[src/rtl/mem_port_arbiter.sv]
// mem_port_arbiter: shares one single-ported memory between instruction fetch
// and the load/store unit. One transaction is in flight at a time. Data wins
// over fetch, except after MAX_DATA_STREAK consecutive data wins taken while a
// fetch was waiting. A response that never arrives is ended by a timeout,
// which returns an error response.
module mem_port_arbiter #(
  parameter int DATA_WIDTH      = 32,
  parameter int ADDR_WIDTH      = 32,
  parameter int MAX_DATA_STREAK = 4,
  parameter int TIMEOUT_CYCLES  = 16
) (
  input  logic                    clk,
  input  logic                    rst,
  input  logic                    if_req_i,
  input  logic [ADDR_WIDTH-1:0]   if_addr_i,
  output logic                    if_gnt_o,
  output logic                    if_rvalid_o,
  output logic [DATA_WIDTH-1:0]   if_rdata_o,
  output logic                    if_err_o,
  input  logic                    lsu_req_i,
  input  logic                    lsu_we_i,
  input  logic [DATA_WIDTH/8-1:0] lsu_be_i,
  input  logic [ADDR_WIDTH-1:0]   lsu_addr_i,
  input  logic [DATA_WIDTH-1:0]   lsu_wdata_i,
  output logic                    lsu_gnt_o,
  output logic                    lsu_rvalid_o,
  output logic [DATA_WIDTH-1:0]   lsu_rdata_o,
  output logic                    lsu_err_o,
  output logic                    mem_req_o,
  output logic                    mem_we_o,
  output logic [DATA_WIDTH/8-1:0] mem_be_o,
  output logic [ADDR_WIDTH-1:0]   mem_addr_o,
  output logic [DATA_WIDTH-1:0]   mem_wdata_o,
  input  logic                    mem_gnt_i,
  input  logic                    mem_rvalid_i,
  input  logic [DATA_WIDTH-1:0]   mem_rdata_i,
  output logic                    busy_o
);

  localparam int BW = DATA_WIDTH / 8;
  localparam int SW = $clog2(MAX_DATA_STREAK + 1);
  localparam int TW = (TIMEOUT_CYCLES > 1) ? $clog2(TIMEOUT_CYCLES) : 1;

  localparam logic [1:0] S_IDLE = 2'd0;
  localparam logic [1:0] S_REQ  = 2'd1;
  localparam logic [1:0] S_RESP = 2'd2;

  logic [1:0]            state;
  logic                  owner_lsu;
  logic [SW-1:0]         streak;
  logic [TW-1:0]         tcnt;
  logic                  cap_we;
  logic [BW-1:0]         cap_be;
  logic [ADDR_WIDTH-1:0] cap_addr;
  logic [DATA_WIDTH-1:0] cap_wdata;

  logic in_req, in_resp, timeout_hit, resp_done, arb_en;
  logic lsu_win, if_win, streak_full;

  assign in_req      = (state == S_REQ);
  assign in_resp     = (state == S_RESP);
  // Last allowed wait cycle reached with no response; never fires when TIMEOUT_CYCLES is 0.
  assign timeout_hit = (TIMEOUT_CYCLES != 0) && in_resp && !mem_rvalid_i &&
                       (tcnt == TW'(TIMEOUT_CYCLES - 1));
  assign resp_done   = in_resp && (mem_rvalid_i || timeout_hit);
  // Arbitrate when idle, or in the cycle the current response completes.
  // Any state other than REQ/RESP behaves as idle.
  assign arb_en      = !in_req && (!in_resp || resp_done);

  assign streak_full = (streak == SW'(MAX_DATA_STREAK));
  assign lsu_win     = lsu_req_i && !(if_req_i && streak_full);
  assign if_win      = if_req_i && !lsu_win;

  // Request side: captured fields are only presented while in REQ.
  assign mem_req_o   = in_req;
  assign mem_we_o    = in_req & cap_we;
  assign mem_be_o    = in_req ? cap_be    : '0;
  assign mem_addr_o  = in_req ? cap_addr  : '0;
  assign mem_wdata_o = in_req ? cap_wdata : '0;
  assign if_gnt_o    = in_req & mem_gnt_i & ~owner_lsu;
  assign lsu_gnt_o   = in_req & mem_gnt_i &  owner_lsu;

  // Response side: only the owner sees rvalid/rdata/err; a timeout returns zero data.
  assign if_rvalid_o  = resp_done & ~owner_lsu;
  assign lsu_rvalid_o = resp_done &  owner_lsu;
  assign if_err_o     = timeout_hit & ~owner_lsu;
  assign lsu_err_o    = timeout_hit &  owner_lsu;
  assign if_rdata_o   = (in_resp && mem_rvalid_i && !owner_lsu) ? mem_rdata_i : '0;
  assign lsu_rdata_o  = (in_resp && mem_rvalid_i &&  owner_lsu) ? mem_rdata_i : '0;
  assign busy_o       = (state != S_IDLE);

  // FSM, arbitration/capture, fetch starvation streak and response timeout counter.
  always_ff @(posedge clk) begin
    if (rst) begin
      state     <= S_IDLE;
      owner_lsu <= 1'b0;
      streak    <= '0;
      tcnt      <= '0;
      cap_we    <= 1'b0;
      cap_be    <= '0;
      cap_addr  <= '0;
      cap_wdata <= '0;
    end else if (arb_en) begin
      if (lsu_win) begin
        state     <= S_REQ;
        owner_lsu <= 1'b1;
        cap_we    <= lsu_we_i;
        cap_be    <= lsu_be_i;
        cap_addr  <= lsu_addr_i;
        cap_wdata <= lsu_wdata_i;
        if (if_req_i && !streak_full) streak <= streak + SW'(1);
      end else if (if_win) begin
        state     <= S_REQ;
        owner_lsu <= 1'b0;
        cap_we    <= 1'b0;
        cap_be    <= '1;
        cap_addr  <= if_addr_i;
        cap_wdata <= '0;
        streak    <= '0;
      end else begin
        state <= S_IDLE;
      end
    end else if (in_req) begin
      if (mem_gnt_i) begin
        state <= S_RESP;
        tcnt  <= '0;
      end
    end else begin
      tcnt <= tcnt + TW'(1);
    end
  end

endmodule

[config.mk]
export PLATFORM = sky130hd
export DESIGN_NAME = mem_port_arbiter
export DESIGN_NICKNAME = d
export VERILOG_FILES = /design/src/rtl/mem_port_arbiter.sv
export SDC_FILE = /design/constraint.sdc
export NUM_CORES = 1
export LEC_CHECK = 0
export CAP_MARGIN = 5
export CORE_ASPECT_RATIO = 0.75
export CORE_MARGIN = 1.5
export CORE_UTILIZATION = 35
export CTS_BUF_LIST = sky130_fd_sc_hd__clkbuf_8
export DETAILED_ROUTE_END_ITERATION = 8
export PLACE_DENSITY = 0.9
export REMOVE_ABC_BUFFERS = 1
export SKIP_LAST_GASP = 1
export SYNTH_ARGS = -nofsm -noshare
export SYNTH_HDL_FRONTEND = slang
export SYNTH_SLANG_ARGS = --single-unit
[constraint.sdc]
create_clock -name clk -period 2.25 [get_ports clk]
set_input_delay 0.45 -clock clk [delete_from_list [all_inputs] [get_ports clk]]
set_output_delay 0.45 -clock clk [all_outputs]
set_load 0.03 [all_outputs]
==> out/results.ini <==
[status]
status=complete, no violations

[floorplanning]
dieArea_um2=12800
ios=280
start_util_pct=36.3
core_area_um2=11700
chipWidth_um=130
num_rows=34
die_h_um=98.5

[power_and_ir_drop]
p_leak_nw=3.12
p_sw_share_pct=30.5
p_comb_share_pct=28.3
power_mw=3.76
peakVddDrop_uv=479
pwr-share-clk_pct=30.0
internal-power_mw=2.61
p_sw_mw=1.15
pwr_density_cell_nw_per_um2=522
seqPwrFrac_pct=41.7

[layout]
final_util_pct=61.3
fillers=1037
regArea_um2=1580
post_route_cells_drive_above_1_share_pct=23.7
num_antenna_cells=0
final_common_cell=buf_4
final-instance-count-excl-fill=993
final_nets=968
areaGrowthSynthToFinish_pct=68.9
multi_input_area_um2=2460
layout_common_cells=buf_4, clkdlybuf4s50_1, and2_1

[drt]
drt_wl_total_mm=14.7
ant_nets=0
vias=4759
post_drt_wl_per_cell_um=14.8
first_pass_iters=7
dr.first_iter.drc_count=247
drc=0
viasPerCell=4.79

[logic_synthesis]
seq_area_frac_synth_pct=37.1
synth_compound_area_share_pct=14.3
synthCells=569
muxShareOfSynthArea_pct=0.264
synth_top_family_by_area=simple AND/OR/NAND/NOR gates
ys_ff_latch=79
synthAdderAreaFrac_pct=0.881
synth_area_um2=4260
synthDistinctLibCells=32
synth_xor_area_share_pct=0
synth-simple-area-share_pct=41.7
ys_warn_count=0
avgSynthCellArea_um2=7.49

[setup_path]
arrival_ps=1690
worstSetupPathType=flip-flop to output port
cp-start-kind=flip-flop
worst-endpoint-required_ps=1800
crit_path_cell_trace=nor2b_4, bufbuf_16, and2_1, buf_4
cpPeakStageDelay_ps=420
critPathSlowestCell=dfxtp_2
end_kind=output port
path_max_fanout=37

[place]
hpwlAfterDp_mm=10.5
dp.cells=976
io_buffers=279
gp_congestion=0.805

[flow_run]
cap_violations=0

[clock_network]
cts_root_buf=clkbuf_8
hold_buffers=0
cts_tree=built
insertion_delay_ps=360
cts_buffers=9
cts_buffer_depth=2
htree_num_levels=3
path_clk_slew_ps=80
clkSinkCount=79

[worst_hold_path]
hp-class=flip-flop to flip-flop

[global_routing]
overflow=0
grt_util_all_layers_pct=22.5
antenna_found_initial=0
grt_max_degree=56
grt_pass1_vias=4551
grt_pass1_wl_mm=22.8

[timing]
tns_ps=0
period_share_pct=95.1
hold_slack_ps=450
relSlewSlack_pct=62.9
maxSlewViolCount=0
fmax_mhz=467
tightest_slew_ps=557
fin_skew_ps=17.3
rsz0062_at_grt=yes
setup_violations=0
period_minus_slack_ps=2140
hold_viol=0

==> power by group through the flow <==
stage | combinational (mW) | sequential (mW) | clock [mW]
detailed placement | 1.04 | 1.60 | 0
global placement | 1.03 | 1.59 | 0
CTS | 1.07 | 1.57 | 1.16
floorplan | 0.508 | 1.58 | 0
finish | 1.06 | 1.57 | 1.13
global route | 1.15 | 1.58 | 1.22
==> worst max-delay path: cells and delay by family (launching register included) <==
family	cells	cell delay [ps]
buffers and inverters	2	530
DFF	1	420
and+or+nand+nor	2	390
==> cell usage after synthesis (all sizes together) <==
| master | number | area, µm² |
|---|---|---|
| and2 | 134 | 838 |
| nand2 | 108 | 405 |
| dfxtp | 79 | 1580 |
| nor2 | 46 | 173 |
| a21oi | 43 | 215 |
| nand3 | 43 | 215 |
| a311oi | 32 | 343 |
| clkbuf | 29 | 109 |
| buf | 19 | 119 |
| nor3 | 9 | 45.0 |
| inv | 4 | 15.0 |
| ha | 3 | 37.5 |
| nor2b | 3 | 26.3 |
| or3 | 3 | 18.8 |
| a211o | 2 | 17.5 |
| a211oi | 1 | 12.5 |
| a22oi | 1 | 7.51 |
| a31oi | 1 | 6.26 |
| and3 | 1 | 6.26 |
| mux2 | 1 | 11.3 |
| nand2b | 1 | 6.26 |
| nand3b | 1 | 7.51 |
| nand4 | 1 | 6.26 |
| nor3b | 1 | 12.5 |
| o22a | 1 | 8.76 |
| or2 | 1 | 6.26 |
| or3b | 1 | 8.76 |
==> stage by stage <==
stage	worst slack (ps)	area (µm²)
2_1_floorplan	-2320	4030
3_3_place_gp	22.4	6920
3_5_place_dp	-18.5	6920
4_1_cts	-28.5	7170
5_1_grt	-22.1	7200
6_report	110	7200
==> logic make-up (layout without fill, tap and decap cells) <==
logic type | Yosys count | after routing
multiplexers | 1 | 1
flip-flops | 79 | 79
AND/OR/NAND/NOR | 353 | 353
buffers and inverters | 52 | 314
AO/OA/AOI/OAI | 81 | 81
adder cells (fa/ha/maj) | 3 | 3
==> state kept, by name, summed over array words and instances (netlist names) <==
signal and flops:
cap_we 1, cap_wdata 32, state 2, cap_addr 32, tcnt 4, owner_lsu 1
cap_be 4, streak 3
==> per-layer routing <==
metal  up-vias  GRT usage (%)  part of all wire (%)
li1       2400              -                     -
met1      2169           28.5                    44
met2       164           36.8                    47
met3        26           6.84                   7.2
met4         0           6.59                   2.1
met5         -              0                     0
==> path summary, 6_finish.rpt <==
check,from,endpoint,slack (ps),cells past startpoint
worst min register to register,cap_wdata[6],cap_wdata[6],450,2
worst max-delay path,state[0],mem_wdata_o[30],110,4
worst max register to register,tcnt[1],cap_addr[31],330,6
worst min-delay path,cap_wdata[6],cap_wdata[6],450,2
==> what timing repair did <==
action,in CTS,in global routing
setup buffers,0,0
pin swaps,0,3
cloned,1,0
endpoints found under the setup margin,66,102
resized for setup,1,9
==> final cells by class <==
type / instances / share of cell area (%)
inverters: 4 / 0.209
clock inverters: 5 / 0.887
clock buffers: 11 / 2.10
repair buffers: 294 / 37.7
well taps: 162 / 2.82
flip-flops and latches: 79 / 22.0
multi-input cells: 438 / 34.2
Power figures use the tool's default switching activity.
